==> config.mk <==
export PLATFORM = sky130hd
export DESIGN_NAME = button_seq_check
export DESIGN_NICKNAME = d
export VERILOG_FILES = /design/src/rtl/button_seq_check.sv
export SDC_FILE = /design/constraint.sdc
export NUM_CORES = 1
export LEC_CHECK = 0
export BUFFER_PORTS_ARGS = -buffer_cell sky130_fd_sc_hd__buf_2
export CAP_MARGIN = 25
export CELL_PAD_IN_SITES_DETAIL_PLACEMENT = 1
export CELL_PAD_IN_SITES_GLOBAL_PLACEMENT = 1
export CORE_ASPECT_RATIO = 0.75
export CORE_MARGIN = 2
export CORE_UTILIZATION = 35
export CTS_CLUSTER_SIZE = 25
export DETAILED_ROUTE_END_ITERATION = 8
export PLACE_DENSITY = 0.66
export SLEW_MARGIN = 20
export SYNTH_ARGS = -nofsm -noshare
export SYNTH_HDL_FRONTEND = slang
export SYNTH_SLANG_ARGS = --single-unit
==> constraint.sdc <==
create_clock -name clk -period 8.1 [get_ports clk]
set_input_delay 1.215 -clock clk [delete_from_list [all_inputs] [get_ports clk]]
set_output_delay 1.215 -clock clk [all_outputs]
set_load 0.05 [all_outputs]
==> src/rtl/button_seq_check.sv <==
// button_seq_check: checks a sequence of one-hot button presses against a
// loadable table of expected button indices, with a per-step timeout.
//
// Parameters:
//   NBTN    - number of one-hot button lines on click
//   DEPTH   - maximum sequence length (table entries)
//   TIMEOUT - cycles allowed per step while waiting for a press (>= 2)
//
// Ports:
//   clk       - system clock, rising edge
//   rst       - asynchronous active-low reset
//   en        - start request, sampled in IDLE only
//   len       - sequence length, latched as min(len, DEPTH) on start
//   load_we   - table write strobe (IDLE only)
//   load_addr - table entry to write
//   load_code - expected button index for that entry
//   click     - live (already synchronised) button levels
//   busy      - state is not IDLE
//   done      - one-cycle pulse when a sequence ends
//   pass      - last sequence fully correct
//   fail      - last sequence wrong or timed out
//   tmo       - last failure was a timeout
//   step      - correct presses so far in the current/last sequence
module button_seq_check #(
    parameter int unsigned NBTN    = 8,
    parameter int unsigned DEPTH   = 8,
    parameter int unsigned TIMEOUT = 50_000_000,
    localparam int unsigned CODE_W = $clog2(NBTN),
    localparam int unsigned ADDR_W = $clog2(DEPTH),
    localparam int unsigned LEN_W  = $clog2(DEPTH) + 1
) (
    input  logic              clk,
    input  logic              rst,
    input  logic              en,
    input  logic [LEN_W-1:0]  len,
    input  logic              load_we,
    input  logic [ADDR_W-1:0] load_addr,
    input  logic [CODE_W-1:0] load_code,
    input  logic [NBTN-1:0]   click,
    output logic              busy,
    output logic              done,
    output logic              pass,
    output logic              fail,
    output logic              tmo,
    output logic [LEN_W-1:0]  step
);

    localparam int unsigned TMR_W = $clog2(TIMEOUT);

    typedef enum logic [2:0] {StIdle, StArm, StWait, StPass, StFail} state_e;

    state_e            state_q, state_d;
    logic [LEN_W-1:0]  step_q, step_d;
    logic [LEN_W-1:0]  len_q, len_d;
    logic [TMR_W-1:0]  timer_q, timer_d;
    logic              pass_q, pass_d;
    logic              fail_q, fail_d;
    logic              tmo_q, tmo_d;
    logic [CODE_W-1:0] code_tbl_q [DEPTH];

    logic [NBTN-1:0]   exp_onehot;
    logic [LEN_W-1:0]  step_inc;

    // An index >= NBTN shifts out to zero, so any nonzero click mismatches it.
    assign exp_onehot = NBTN'(1) << code_tbl_q[step_q[ADDR_W-1:0]];
    assign step_inc   = step_q + LEN_W'(1);

    // Expected-code table; writable only while idle.
    always_ff @(posedge clk or negedge rst) begin
        if (!rst) begin
            for (int i = 0; i < int'(DEPTH); i++) begin
                code_tbl_q[i] <= '0;
            end
        end else if (load_we && state_q == StIdle) begin
            code_tbl_q[load_addr] <= load_code;
        end
    end

    always_ff @(posedge clk or negedge rst) begin
        if (!rst) begin
            state_q <= StIdle;
            step_q  <= '0;
            len_q   <= '0;
            timer_q <= '0;
            pass_q  <= 1'b0;
            fail_q  <= 1'b0;
            tmo_q   <= 1'b0;
        end else begin
            state_q <= state_d;
            step_q  <= step_d;
            len_q   <= len_d;
            timer_q <= timer_d;
            pass_q  <= pass_d;
            fail_q  <= fail_d;
            tmo_q   <= tmo_d;
        end
    end

    always_comb begin
        state_d = state_q;
        step_d  = step_q;
        len_d   = len_q;
        timer_d = timer_q;
        pass_d  = pass_q;
        fail_d  = fail_q;
        tmo_d   = tmo_q;

        unique case (state_q)
            StIdle: begin
                if (en && len != '0) begin
                    state_d = StArm;
                    step_d  = '0;
                    timer_d = '0;
                    pass_d  = 1'b0;
                    fail_d  = 1'b0;
                    tmo_d   = 1'b0;
                    len_d   = (len > LEN_W'(DEPTH)) ? LEN_W'(DEPTH) : len;
                end
            end
            // Wait for all buttons released so a held press is never counted twice.
            StArm: begin
                if (click == '0) begin
                    state_d = StWait;
                    timer_d = '0;
                end
            end
            StWait: begin
                if (click == '0) begin
                    if (timer_q == TMR_W'(TIMEOUT - 1)) begin
                        state_d = StFail;
                        fail_d  = 1'b1;
                        tmo_d   = 1'b1;
                    end else begin
                        timer_d = timer_q + TMR_W'(1);
                    end
                end else if (click == exp_onehot) begin
                    step_d = step_inc;
                    if (step_inc == len_q) begin
                        state_d = StPass;
                        pass_d  = 1'b1;
                    end else begin
                        state_d = StArm;
                    end
                end else begin
                    state_d = StFail;
                    fail_d  = 1'b1;
                end
            end
            StPass, StFail: begin
                state_d = StIdle;
            end
            default: begin
                state_d = StIdle;
            end
        endcase
    end

    assign busy = (state_q != StIdle);
    assign done = (state_q == StPass) || (state_q == StFail);
    assign pass = pass_q;
    assign fail = fail_q;
    assign tmo  = tmo_q;
    assign step = step_q;

endmodule
-- After elaboration in Yosys (flattened, before gate mapping)
Index checks and enable logic that the tools add are counted.
- flip-flop bits (word level): 64
- logic and storage cells: 92
- output and inout port bits: 9
- input bits: 22
- shift operators: 1
- equality and inequality tests: 17
- reduce and logical (&&, ||, !) cells: 17
- magnitude comparators: 4
- add/subtract/negate cells: 2
- muxes and demuxes: 34
- bitwise logic cells: 2
- operators with widths (kind ; number):
    $mux 26 ; 4
    $pmux 26 s3 ; 1
    $add 26x1->26 const B ; 1
    $eq 26x26->1 const B ; 1
    $bwmux 24 ; 1
    $mux 3 ; 8
    $mux 4 ; 4
    $ne 2x2->1 const B ; 7
    $reduce_and 4->1 ; 3
    $reduce_and 5->1 ; 2
    $bmux 3 s3 ; 1
    $demux 3 s3 ; 1
    $pmux 3 s3 ; 1
    $eq 8x8->1 ; 1
    $ge 4x4->1 const B ; 2
    $logic_not 8->1 ; 1
    $mux 1 ; 8
    $not 3->4 ; 2
    $pmux 4 s2 ; 1
    $shl 1x3->8 const A ; 1
    $eq 3x2->1 const B ; 2
    $ne 3x3->1 const B ; 2
    $pmux 1 s2 ; 3
    $reduce_bool 3->1 ; 2
    15 further kinds ; 17

-- Longest topological paths before layout
- depth after elaboration: 9
- mapped depth: 9
- gate-level depth less buffers: 7

-- Least setup slack after synthesis
No wires, ideal clock.
- kind: input to register
- from: in click[0]
- to: reg timer_q[15]
- buffers on the path: 0
- arrival: 3.046 ns
- stages: 7
- slack: 4.922 ns
- setup time: 0.132 ns
- data required time: 7.968 ns
- cells stage by stage: nor4_1 nand3_1 a21o_1 a2111oi_2 nand4_1 xor2_1 nor2_1
- word-level cells in the longest chain between the ends: 3
- elaborated cells between the ends (all ways): 4
- classes of those cells: eq/ne (2); reduce/logical (2)
- RTL lines (element ; line ; text):
    from (decl) ; 39 ; input logic [NBTN-1:0] click,
    $logic_not 8->1 * ; 122, 128 ;
    $ne 2x2->1 (no line) ; -- ;
    $reduce_and 5->1 (no line) * ; -- ;
    to (signal assigned) ; 92 ; timer_q <= timer_d;
    to (decl) ; 55 ; logic [TMR_W-1:0] timer_q, timer_d;
Every way passes the cells marked *; elsewhere a longest branch is shown, timed or not.
A chain may end at the register's enable or synchronous reset.

-- Worst setup path in the final report
- from: reg step_q[0], in the netlist step[0]
- to: reg state_q[1]
- word-level cells in the longest chain between the ends: 9
- elaborated cells between the ends (all ways): 12
- classes of those cells: add/sub (1); eq/ne (2); shift (1); mux (7); bitwise (1)
- RTL lines (element ; line ; text):
    from (decl) ; 53 ; logic [LEN_W-1:0] step_q, step_d;
    from (signal assigned) ; 90 ; step_q <= step_d;
    $not 3->4 (implied by the code) ; 65 ; assign exp_onehot = NBTN'(1) << code_tbl_q[step_q[ADDR_W-1:0]];
    $bmux 3 s3 ; 65 ;
    $mux 3 (implied by the code) (2 in series) ; 65 ;
    $shl 1x3->8 ; 65 ;
    $eq 8x8->1 ; 136 ; end else if (click == exp_onehot) begin
    $mux 3 * ; 136 ;
    $mux 3 * ; 128 ; if (click == '0) begin
    $pmux 3 s3 * ; 108 ; unique case (state_q)
    to (signal assigned) ; 81 ; state_q <= StIdle;
    to (signal assigned) ; 89 ; state_q <= state_d;
    to (decl) ; 52 ; state_e state_q, state_d;
Every way passes the cells marked *; elsewhere a longest branch is shown, timed or not. The select of a mux whose other input is x is not followed.

==> summary.txt <==
Status
  • Status: finished clean

Floorplan
  • Starting density of the core: 36.6%
  • Die W: 121 um
  • Chip height: 91.7 um
  • Die area: 11100 sq um
  • Rows: 31
  • Core area: 9810 sq um
  • Ports: 31

Layout
  • Share of cells above drive strength 1: 26.3%
  • Antenna Cells: 0
  • Fin cells: 497
  • Area growth syn-to-layout: 17.3%
  • Fin nets: 385

Logic synthesis
  • Post-Synth XOR/XNOR Area: 7.32%
  • Mapped Area: 3590 sq um
  • Number of synthesized flops with an enable pin: 0
  • Synth async-reset ratio: 100%
  • Leading area contributor after synthesis: dfrtp_1
  • Most numerous cell in the Yosys netlist: dfrtp_1
  • Avg Cell Area, Syn: 10.9 sq um
  • Register area share after synthesis: 44.6%
  • Simple-Gate Fraction of Synth Area: 20.3%
  • Post-synthesis mux area share: 17.2%
  • Synth area leaders: dfrtp_1 (45%), mux2_2 (10%), xor2_1 (6.1%)
  • Count of yosys warnings during synthesis: 0
  • Post-synthesis adder-cell area fraction: 0.697%
  • Post-Syn Nets: 352
  • Cells after Synth: 328
  • Compound-Gate Fraction of Synth Area: 7.25%
  • Largest family of logic cells by synthesized area: simple AND/OR/NAND/NOR gates
  • Synth Flop Type: dfrtp_1
  • Leading cell types by count after synthesis: dfrtp_1 (64), nor2_1 (35), mux2_2 (32)
  • FF+latch count, synth: 64
  • Distinct cells, synth: 52
  • Synth top area share: 44.6%

Timing
  • Max_slew headroom: 43.3%
  • FMAX: 0.308 GHz
  • Period utilization: 40.1%
  • Crit path time final: 3.25 ns
  • Count of final hold-check violations: 0
  • Tightest Pin Transition: 0.850 ns
  • TNS Setup: 0 ns
  • Final setup viols: 0
  • Slew Viols, Final: 0
  • Worst Skew: 0.00452 ns
  • RSZ-0062 raised after global routing: no

Global routing
  • GRT overflow: 0
  • Vias in the first global route: 2679
  • First-pass GRT wire length: 14400 um
  • Largest net degree at the start of global routing: 65
  • Initial antenna violation count: 0
  • Total global-route track usage: 17.0%

CTS
  • Worst-Skew Late Latency: 0.33 ns
  • Hold buffers post-CTS: 0
  • CTS Root Cell: clkbuf_16
  • CTS tree: built
  • Max clock buf depth: 2
  • Resize count post-CTS: 0
  • CTS H-Tree Depth: 3
  • Setup bufs post-CTS: 0
  • Total CTS buffers: 9
  • Clock-pin slew reported for the worst setup and hold paths after clock tree synthesis: 0.06 ns
  • Clock sinks: 64

Drt
  • 1st-iter DRT viols: 133
  • Antenna viol nets, final: 0
  • DRC: 0
  • Routed length per instance: 17.5 um
  • Drt first pass iters: 4
  • Avg Vias per Cell: 5.31
  • Via Count: 2637
  • Final WL: 8720 um

Min path
  • Worst min-delay path category: reg -> reg
  • Hold path start: code_tbl_q[12]$_DFFE_PN0P_
  • Worst hold path cell count: 1
  • Hold EP: code_tbl_q[12]$_DFFE_PN0P_

Placement
  • Port Buf Inserts: 30
  • Cell total after placement: 482
  • GPL Wtd Cong: 0.769
  • Detailed placer's ending HPWL: 6360 um

Critical path
  • Worst EP arrival: 3.49 ns
  • Setup CP Type: reg -> reg
  • Worst R2R Path Depth: 7
  • WP data required: 8.34 ns
  • R2r endpoint: state_q[1]$_DFFE_PN0P_
  • Crit Reg-Reg Startpoint: step[0]$_DFFE_PN0P_
  • R2r setup slk: 4.85 ns
  • Setup crit start kind: flop
  • Worst Setup End Kind: flop
  • CP max FO: 18

Pwr
  • Max VDD drop: 0.120 mV
  • Lkg Pwr: 1.81 nW
  • PwrDens: 291 nW/um^2

Run
  • Max cap viols: 0
[per-layer routing]
metal / up-vias / routed length (um) / GRT usage [%]
li1: 1245 / - / -
met5: - / 0 / 0
met1: 1347 / 4740 / 25.8
met3: 10 / 280 / 4.23
met4: 0 / 137 / 6.49
met2: 35 / 3560 / 22.8
[area by class of cell]
type / count / area (sq um)
clock inverter: 5 / 104
inverter: 6 / 22.5
clock buffer: 10 / 239
tap: 132 / 165
fill: 1085 / 5610
timing repair buffer: 33 / 173
multi-input combinational: 247 / 1900
sequential: 64 / 1600
[cells by family after synthesis]
logic type | after synthesis
buffers and inverters | 17
adders and majority gates | 2
DFF | 64
AOI/OAI and AO/OA | 30
xor gates and xnor gates | 30
muxes | 48
and+or+nand+nor | 137
[per-stage QoR]
| stage | util (%) | power, mW | worst slack [ns] | cell area [sq um] | hold WS (ns) |
|---|---|---|---|---|---|
| floorplan | - | 0.695 | 4.92 | 3590 | 0.469 |
| finish | 42.9 | 1.22 | 4.85 | 4210 | 0.499 |
| detailed placement | 39.3 | 0.782 | 4.27 | 3850 | 0.490 |
| global placement | 39.3 | 0.764 | 4.36 | 3850 | 0.481 |
| global route | 42.9 | 1.29 | 4.64 | 4210 | 0.523 |
| CTS | 42.8 | 1.24 | 4.62 | 4200 | 0.503 |
[power breakdown]
part / total [mW] / internal (mW) / switching (mW)
registers: 0.454 / 0.396 / 0.0572
clock network: 0.448 / 0.308 / 0.141
logic: 0.323 / 0.142 / 0.181
total: 1.22 / 0.846 / 0.379
[state kept, by name, indices dropped and copies added, names as in the netlist]
| signal | count |
|---|---|
| step | 4 |
| fail | 1 |
| tmo | 1 |
| timer_q | 26 |
| code_tbl_q | 24 |
| len_q | 4 |
| state_q | 3 |
| pass | 1 |
[worst max-delay path, stage by stage, from the launching register on]
cell and delay (ns):
dfrtp_1 0.89, mux4_1 0.65, mux2_2 0.41, o31ai_4 0.26, o311ai_2 0.16, nor3b_4 0.33, nand3_4 0.18, o31ai_2 0.28
[cell usage in the layout, fill, tap and decap left out, drive strengths merged, types with 3 or more instances in the layout]
| cell type | netlist | routed |
|---|---|---|
| nand2 | 30 | 30 |
| nor3b | 4 | 4 |
| o31ai | 3 | 3 |
| nor2b | 5 | 5 |
| nand4 | 11 | 11 |
| or4 | 3 | 3 |
| xnor2 | 5 | 5 |
| buf | 4 | 33 |
| and2 | 3 | 3 |
| and3 | 6 | 6 |
| nor3 | 5 | 5 |
| mux4 | 6 | 6 |
| or4b | 3 | 3 |
| xor2 | 25 | 25 |
| dfrtp | 64 | 64 |
| nand3 | 13 | 13 |
| a21oi | 3 | 3 |
| mux2 | 32 | 32 |
| inv | 6 | 7 |
| bufinv | 0 | 3 |
| nor2 | 35 | 35 |
| clkbuf | 7 | 10 |
| nand3b | 4 | 4 |
| o21ai | 9 | 9 |
| nor4 | 5 | 5 |
| nand2b | 7 | 7 |
| mux2i | 10 | 10 |
[worst max-delay path by stage]
stage                         from                       to  slack (ns)  cells past startpoint
6_report       step[0]$_DFFE_PN0P_   state_q[1]$_DFFE_PN0P_        4.85                      7
5_1_grt        step[0]$_DFFE_PN0P_   state_q[1]$_DFFE_PN0P_        4.64                      7
4_1_cts                   click[0]  timer_q[19]$_DFFE_PN0P_        4.62                      8
3_5_place_dp              click[0]  timer_q[19]$_DFFE_PN0P_        4.27                      8
3_3_place_gp              click[0]  timer_q[25]$_DFFE_PN0P_        4.36                      8
2_1_floorplan             click[0]  timer_q[15]$_DFFE_PN0P_        4.92                      7
Power figures use the tool's default switching activity.
